## src/rtl/dispense_sequencer_pkg.sv

```systemverilog
// Shared types and constants for the candy dispense sequencer.
package candy_pkg;

   // Sequencer states
   typedef enum logic [2:0] {
      StIdle,
      StRun,
      StGap,
      StDone,
      StErr
   } state_e;

   // Product select codes from the Pi
   localparam logic [2:0] SEL_DC0      = 3'd1;
   localparam logic [2:0] SEL_DC1      = 3'd2;
   localparam logic [2:0] SEL_DC2      = 3'd3;
   localparam logic [2:0] SEL_STEP_FWD = 3'd4;
   localparam logic [2:0] SEL_STEP_REV = 3'd5;

   // Default timing at a 12 MHz clock
   localparam int unsigned DEF_STEP_DIV       = 6000;
   localparam int unsigned DEF_STEPS_PER_UNIT = 200;
   localparam int unsigned DEF_DC_ON_CYC      = 6000000;
   localparam int unsigned DEF_GAP_CYC        = 1200000;

   function automatic logic sel_valid(input logic [2:0] s);
      return (s >= SEL_DC0) && (s <= SEL_STEP_REV);
   endfunction

   function automatic logic sel_is_step(input logic [2:0] s);
      return (s == SEL_STEP_FWD) || (s == SEL_STEP_REV);
   endfunction

endpackage

```

## src/rtl/dispense_sequencer_if.sv

```systemverilog
// Pi-side request lines and motor-side outputs of the dispense sequencer.
interface dispense_sequencer_if;
   logic [2:0] sel;
   logic [1:0] amount;
   logic       candyflag;
   logic       step;
   logic       dir;
   logic [2:0] dc_en;
   logic       handshake;
   logic       busy;
   logic       err;

   // Requester side (Pi / bench)
   modport master (
      output sel, amount, candyflag,
      input  step, dir, dc_en, handshake, busy, err
   );

   // Sequencer side
   modport slave (
      input  sel, amount, candyflag,
      output step, dir, dc_en, handshake, busy, err
   );
endinterface

```

## src/rtl/dispense_sequencer_step_pulse_gen.sv

```systemverilog
// Stepper pulse generator: while en is high, emits STEPS_PER_UNIT step periods of STEP_DIV
// cycles (high for the first half) and pulses done on the last cycle of the last period.
module step_pulse_gen #(
   parameter int unsigned STEP_DIV       = 4,
   parameter int unsigned STEPS_PER_UNIT = 3
) (
   input  logic clk_x1,
   input  logic rst,
   input  logic en,
   output logic step,
   output logic done
);

   localparam int unsigned DivW  = $clog2(STEP_DIV + 1);
   localparam int unsigned StepW = $clog2(STEPS_PER_UNIT + 1);

   localparam logic [DivW-1:0]  DivLast  = DivW'(STEP_DIV - 1);
   localparam logic [DivW-1:0]  DivHalf  = DivW'(STEP_DIV / 2);
   localparam logic [StepW-1:0] StepLast = StepW'(STEPS_PER_UNIT - 1);

   logic [DivW-1:0]  div_q, div_d;
   logic [StepW-1:0] cnt_q, cnt_d;
   logic             period_end;

   assign period_end = (div_q == DivLast);

   // Next-state for the period divider and step counter; both sit at zero while disabled
   always_comb begin
      div_d = div_q;
      cnt_d = cnt_q;
      if (!en) begin
         div_d = '0;
         cnt_d = '0;
      end else if (period_end) begin
         div_d = '0;
         cnt_d = (cnt_q == StepLast) ? '0 : cnt_q + StepW'(1);
      end else begin
         div_d = div_q + DivW'(1);
      end
   end

   // Outputs decoded from registered counters
   always_comb begin
      step = en && (div_q < DivHalf);
      done = en && period_end && (cnt_q == StepLast);
   end

   // Counter registers
   always_ff @(posedge clk_x1) begin
      if (rst) begin
         div_q <= '0;
         cnt_q <= '0;
      end else begin
         div_q <= div_d;
         cnt_q <= cnt_d;
      end
   end

endmodule

```

## src/rtl/dispense_sequencer.sv

```systemverilog
// Dispense sequencer: turns a candyflag request from the Pi into a run of DC-motor or stepper
// dispense units, then raises handshake. Optional macro DISPENSE_ABORT_EN lets a falling
// candyflag abort a run in progress.
module dispense_sequencer
   import candy_pkg::*;
#(
   parameter int unsigned STEP_DIV       = DEF_STEP_DIV,
   parameter int unsigned STEPS_PER_UNIT = DEF_STEPS_PER_UNIT,
   parameter int unsigned DC_ON_CYC      = DEF_DC_ON_CYC,
   parameter int unsigned GAP_CYC        = DEF_GAP_CYC
) (
   input  logic          clk_x1,
   input  logic          rst,
   dispense_sequencer_if.slave bus
);

   localparam int unsigned CntMax = (DC_ON_CYC > GAP_CYC) ? DC_ON_CYC : GAP_CYC;
   localparam int unsigned CntW   = $clog2(CntMax + 1);

   localparam logic [CntW-1:0] DcLast  = CntW'(DC_ON_CYC - 1);
   localparam logic [CntW-1:0] GapLast = CntW'(GAP_CYC - 1);

   logic            cf_s1_q, cf_s2_q, cf_d_q;
   logic            rise, fall;
   state_e          state_q, state_d;
   logic [2:0]      sel_q, sel_d;
   logic [2:0]      units_q, units_d;
   logic [CntW-1:0] cnt_q, cnt_d;
   logic            stepping, step_en, step_raw, step_done, unit_end;

   assign rise = cf_s2_q & ~cf_d_q;
   assign fall = ~cf_s2_q & cf_d_q;

   assign stepping = sel_is_step(sel_q);
   assign step_en  = (state_q == StRun) && stepping;
   assign unit_end = stepping ? step_done : (cnt_q == DcLast);

   step_pulse_gen #(
      .STEP_DIV       (STEP_DIV),
      .STEPS_PER_UNIT (STEPS_PER_UNIT)
   ) u_step (
      .clk_x1 (clk_x1),
      .rst    (rst),
      .en     (step_en),
      .step   (step_raw),
      .done   (step_done)
   );

   // candyflag synchronizer. The sync stages are not reset and cf_d is forced high in reset,
   // so a level held high across reset cannot look like a fresh rise.
   always_ff @(posedge clk_x1) begin
      cf_s1_q <= bus.candyflag;
      cf_s2_q <= cf_s1_q;
      if (rst) cf_d_q <= 1'b1;
      else     cf_d_q <= cf_s2_q;
   end

   // FSM next-state, request latching and cycle counter
   always_comb begin
      state_d = state_q;
      sel_d   = sel_q;
      units_d = units_q;
      unique case (state_q)
         StIdle: begin
            if (rise) begin
               if (sel_valid(bus.sel)) begin
                  sel_d   = bus.sel;
                  units_d = {1'b0, bus.amount} + 3'd1;
                  state_d = StRun;
               end else begin
                  state_d = StErr;
               end
            end
         end
         StRun: begin
            if (unit_end) begin
               units_d = units_q - 3'd1;
               state_d = (units_q == 3'd1) ? StDone : StGap;
            end
         end
         StGap: begin
            if (cnt_q == GapLast) state_d = StRun;
         end
         StDone, StErr: begin
            if (!cf_s2_q) state_d = StIdle;
         end
         default: state_d = StIdle;
      endcase
`ifdef DISPENSE_ABORT_EN
      if (((state_q == StRun) || (state_q == StGap)) && fall) state_d = StIdle;
`endif
      // Counter only runs for timed DC bursts and gaps; any state change restarts it
      if ((state_d != state_q) || !((state_q == StGap) || (state_q == StRun && !stepping))) begin
         cnt_d = '0;
      end else begin
         cnt_d = cnt_q + CntW'(1);
      end
   end

`ifndef DISPENSE_ABORT_EN
   logic unused_fall;
   assign unused_fall = fall;
`endif

   // Motor and status outputs, decoded from registered state only
   always_comb begin
      bus.dc_en     = 3'b000;
      bus.step      = step_raw;
      bus.dir       = ((state_q == StRun) || (state_q == StGap)) && (sel_q == SEL_STEP_FWD);
      bus.busy      = (state_q == StRun) || (state_q == StGap);
      bus.handshake = (state_q == StDone);
      bus.err       = (state_q == StErr);
      if (state_q == StRun) begin
         case (sel_q)
            SEL_DC0: bus.dc_en = 3'b001;
            SEL_DC1: bus.dc_en = 3'b010;
            SEL_DC2: bus.dc_en = 3'b100;
            default: bus.dc_en = 3'b000;
         endcase
      end
   end

   // State registers
   always_ff @(posedge clk_x1) begin
      if (rst) begin
         state_q <= StIdle;
         sel_q   <= 3'd0;
         units_q <= 3'd0;
         cnt_q   <= '0;
      end else begin
         state_q <= state_d;
         sel_q   <= sel_d;
         units_q <= units_d;
         cnt_q   <= cnt_d;
      end
   end

endmodule

```

## src/flat_wrapper.sv

```systemverilog
// flat-port wrapper written by rule: the top's interface ports become plain ports
module dispense_sequencer_flat import candy_pkg::*;
#(
   parameter int unsigned STEP_DIV       = DEF_STEP_DIV,
   parameter int unsigned STEPS_PER_UNIT = DEF_STEPS_PER_UNIT,
   parameter int unsigned DC_ON_CYC      = DEF_DC_ON_CYC,
   parameter int unsigned GAP_CYC        = DEF_GAP_CYC
)
  (clk_x1, rst, bus_sel, bus_amount, bus_candyflag, bus_step, bus_dir, bus_dc_en, bus_handshake, bus_busy, bus_err);
  dispense_sequencer_if bus_i ();
  input  logic clk_x1;
  input  logic rst;
  input wire logic [$bits(bus_i.sel)-1:0] bus_sel;
  input wire logic [$bits(bus_i.amount)-1:0] bus_amount;
  input wire logic [$bits(bus_i.candyflag)-1:0] bus_candyflag;
  output wire logic [$bits(bus_i.step)-1:0] bus_step;
  output wire logic [$bits(bus_i.dir)-1:0] bus_dir;
  output wire logic [$bits(bus_i.dc_en)-1:0] bus_dc_en;
  output wire logic [$bits(bus_i.handshake)-1:0] bus_handshake;
  output wire logic [$bits(bus_i.busy)-1:0] bus_busy;
  output wire logic [$bits(bus_i.err)-1:0] bus_err;
  assign bus_i.sel = bus_sel;
  assign bus_i.amount = bus_amount;
  assign bus_i.candyflag = bus_candyflag;
  assign bus_step = bus_i.step;
  assign bus_dir = bus_i.dir;
  assign bus_dc_en = bus_i.dc_en;
  assign bus_handshake = bus_i.handshake;
  assign bus_busy = bus_i.busy;
  assign bus_err = bus_i.err;
  dispense_sequencer #(.STEP_DIV(STEP_DIV), .STEPS_PER_UNIT(STEPS_PER_UNIT), .DC_ON_CYC(DC_ON_CYC), .GAP_CYC(GAP_CYC)) u_core (.clk_x1(clk_x1), .rst(rst), .bus(bus_i));
endmodule
```

## config.mk

```make
export PLATFORM = sky130hd
export DESIGN_NAME = dispense_sequencer_flat
export DESIGN_NICKNAME = d
export VERILOG_FILES = /design/src/rtl/dispense_sequencer_pkg.sv /design/src/rtl/dispense_sequencer_if.sv /design/src/rtl/dispense_sequencer_step_pulse_gen.sv /design/src/rtl/dispense_sequencer.sv /design/src/flat_wrapper.sv
export SDC_FILE = /design/constraint.sdc
export NUM_CORES = 1
export LEC_CHECK = 0
export CAP_MARGIN = 20
export CORE_MARGIN = 1
export CORE_UTILIZATION = 35
export CTS_CLUSTER_DIAMETER = 60
export DETAILED_ROUTE_END_ITERATION = 16
export PLACE_DENSITY = 0.52
export SETUP_SLACK_MARGIN = 0.05
export SLEW_MARGIN = 20
export SYNTH_ARGS = -nofsm -noshare
export SYNTH_HDL_FRONTEND = slang
export SYNTH_SLANG_ARGS = --single-unit
```

## constraint.sdc

```tcl
create_clock -name clk_x1 -period 3.1 [get_ports clk_x1]
set_input_delay 0.31 -clock clk_x1 [delete_from_list [all_inputs] [get_ports clk_x1]]
set_output_delay 0.31 -clock clk_x1 [all_outputs]
set_load 0.01 [all_outputs]
```

==> results.md <==
* CTS tree: built
* FFs w/ async S/R, synth at 0
* Mapped Nets at 335
* Layout Cells excl Fill at between 400 and 500
* RR Startpoint: u_core.state_q[1]
* HP Start: u_core.cf_s1_q
* Synth Cell Area at 2830 um^2
* YS warnings at 0
* Mapped Avg Cell Area at 8.81 um^2
* Post-synth top area share at 0.396
* CP peak stage delay at 0.62 ns
* Reg-to-reg setup timing slack at 0.68 ns
* Worst path top cell family by delay: simple AND/OR/NAND/NOR gates
* Row count at 32
* TNS Setup at 0 ns
* Hold Fails Final Rpt at 0
* Main synth FF type: dfxtp_1
* Via/cell ratio at 4.96
* Final setup fails at 0
* Initial drt markers at 79
* Placeable Area at 7770 um^2
* Synth area leader: dfxtp_1
* Ratio of final minimum period to clock period at 0.866
* Sequential cell area at 1120 um^2
* Tmin final at 2.69 ns
* CTS resizes at 0
* R2R depth at 5
* Final Routed Wirelength at 5570 um
* Worst Skew at approximately 0.013 ns
* Number of global-route vias before repair at 2084
* DRT Pass-1 Iters at 4
* Unique masters post-synth at 55
* Worst setup path class: reg -> out
* Core Util, Final at 0.411
* Leakage at ~1.1 nW
* Die area at 8440 um^2
* Multi-input gate area at 1640 um^2
* Critical path startpoint category: register
* Die extent in x at a little over 90 um
* Largest net degree at the start of global routing at 20
* Initial antenna violation count at 0
* Num CTS Buffers at 5
* CTS Buffer Depth at 2
* Outcome: finished clean
* CP Capture Type: output pin
* Slew @ Worst Pin at just over 0.6 ns
* Clk sinks at 56
* Share of layout cells above drive strength 1 at 0.101
* FILL cells at 805
* N_diodes at 0
* Routed length per instance at 12.7 um
* CTS H-tree depth at 2
* Final count of pins violating max slew at 0
* Max-cap violation count at 0
* Path type of the worst min-delay path: reg -> reg
* Hpwl dp at about 4000 um
* Clock Pin Slew Worst Setup and Hold Paths at 0.10 ns
* WHS Endpoint: u_core.cf_s2_q
* Buf/Inv on CP at 1
* Area Growth Syn to Fin at 13.0%
* Clock Tree Root: clkbuf_8
* Detail Route Antenna Nets at 0
* Cell count after placement at around 430
* Final GP Congestion at 0.761
* R2r endpoint: u_core.units_q[1]
* Port Buf Inserts at 15
* Crit-path cells: or3b_1, a2111oi_0, clkdlybuf4s50_1
* Unrepaired setup endpoints after global routing: no
* Global-route wire length before repair at 9630 um
* F_max at 0.372 GHz
* Pwr per Cell Area at ~410 nW/um^2
* Slowest cell on the critical path: or3b_1
* Final nets at around 350
* GRT Residual Overflow at 0
* Number of synthesized register bits at 56
* Sequential fraction of the synthesis area at 0.396
* Post-CTS setup buffers at 0
* Total GRT Usage at 0.139
* Residual DRC at 0
* Critical Path Fanout Max at 13
* Hold_buf cts at 0
* Hold path depth at 0
* Area contributors post-synth: dfxtp_1 (40%), xor2_1 (8.1%), nor2_1 (7.2%)
* IO Count at 16
* VDD IR max at a little under 200 uV
* Effective utilization at floorplan at 0.364
* Worst path required time at 2.79 ns
* Post-Synthesis Cells at between 300 and 400
* Post-synth EDFFs at 0
* Slew headroom at 0.591
* Die extent in y at 91.9 um
* WP data arrival at 2.38 ns
* Via count at 2183
* Worst-Skew Late Latency at between 0.3 and 0.4 ns
## final cells by class
cell class	instances	share of cell area
Inverter	5	0.00588
Timing Repair Buffer	19	0.0564
Tap cell	102	0.0400
Clock inverter	3	0.0133
Clock buffer	5	0.0215
Sequential cell	56	0.351
Multi-Input combinational cell	250	0.512
## Yosys cell counts (4+ instances only)
library cell   n
dfxtp_1       56
nor2_1        54
xor2_1        26
nand2_1       20
nand3_1       15
and3_1        13
xnor2_1       13
nand4_1       10
nor2_2        10
a21oi_1        8
clkbuf_1       8
ha_1           6
and2_1         5
inv_1          5
nor3b_1        5
nand2b_1       4
nand3b_1       4
## registers in the layout, indices dropped and copies added (netlist names)
register / flops
u_core.cf_s1_q: 1
u_core.cf_s2_q: 1
u_core.units_q: 3
u_core.u_step.cnt_q: 8
u_core.cnt_q: 23
u_core.cf_d_q: 1
u_core.u_step.div_q: 13
u_core.sel_q: 3
u_core.state_q: 3
## power by group
part	internal, mW	switching [mW]	leakage (nW)	total (mW)
Combinational	0.0452	0.0544	0.587	0.0996
Clock	0.239	0.236	0.0541	0.476
Sequential	0.733	0.0109	0.453	0.744
## cells by family (layout without fill, tap and decap cells)
logic type	Yosys count	in the layout	share of synthesized area
simple gates	174	174	0.350
flops	56	56	0.396
xor+xnor	39	39	0.121
compound gates	31	31	0.0805
buf+inv	15	32	0.0252
fa+ha+maj	6	6	0.0265
## placed cells by master (no fill, tap or decap), types with 10 or more instances in the layout
master	n
clkdlybuf4s50_1	15
and3_1	13
xor2_1	26
xnor2_1	13
nand4_1	10
nand3_1	15
nand2_1	20
nor2_1	54
nor2_2	10
dfxtp_1	56
## layer usage
layer | GRT usage | part of all wire | up-vias
met3 | 0.0282 | 0.022 | 2
met1 | 0.196 | 0.55 | 1014
li1 | - | - | 1148
met4 | 0.0365 | 0.0054 | 0
met2 | 0.215 | 0.43 | 19
met5 | 0 | 0 | -
## worst register-to-register path, cell delays in order (launching register included)
cell and delay (ns):
dfxtp_1 0.39, or3b_1 0.62, nor4_2 0.49, a22oi_1 0.27, nor4b_1 0.20, or3_1 0.35
## how the worst max path moves through the flow
stage                            from                 to  slack, ns  depth (start not counted)
2_1_floorplan  u_core.u_step.cnt_q[0]  u_core.units_q[1]       0.97                          6
3_3_place_gp        u_core.state_q[1]  u_core.units_q[1]       0.74                          5
3_5_place_dp        u_core.state_q[1]  u_core.units_q[1]       0.68                          5
4_1_cts             u_core.state_q[1]           bus_step       0.37                          3
5_1_grt             u_core.state_q[0]           bus_step       0.29                          3
6_report            u_core.state_q[1]           bus_step       0.41                          3
## through the flow
step	instance area, um^2	power (mW)	setup slack (ns)	hold WS (ns)
detailed placement	3080	0.860	0.675	0.314
finish	3190	1.32	0.415	0.337
CTS	3190	1.34	0.372	0.340
floorplan	2830	0.826	0.970	0.310
global placement	3080	0.859	0.739	0.310
global route	3190	1.39	0.285	0.350
No activity file was read; power rests on OpenSTA's default activity.
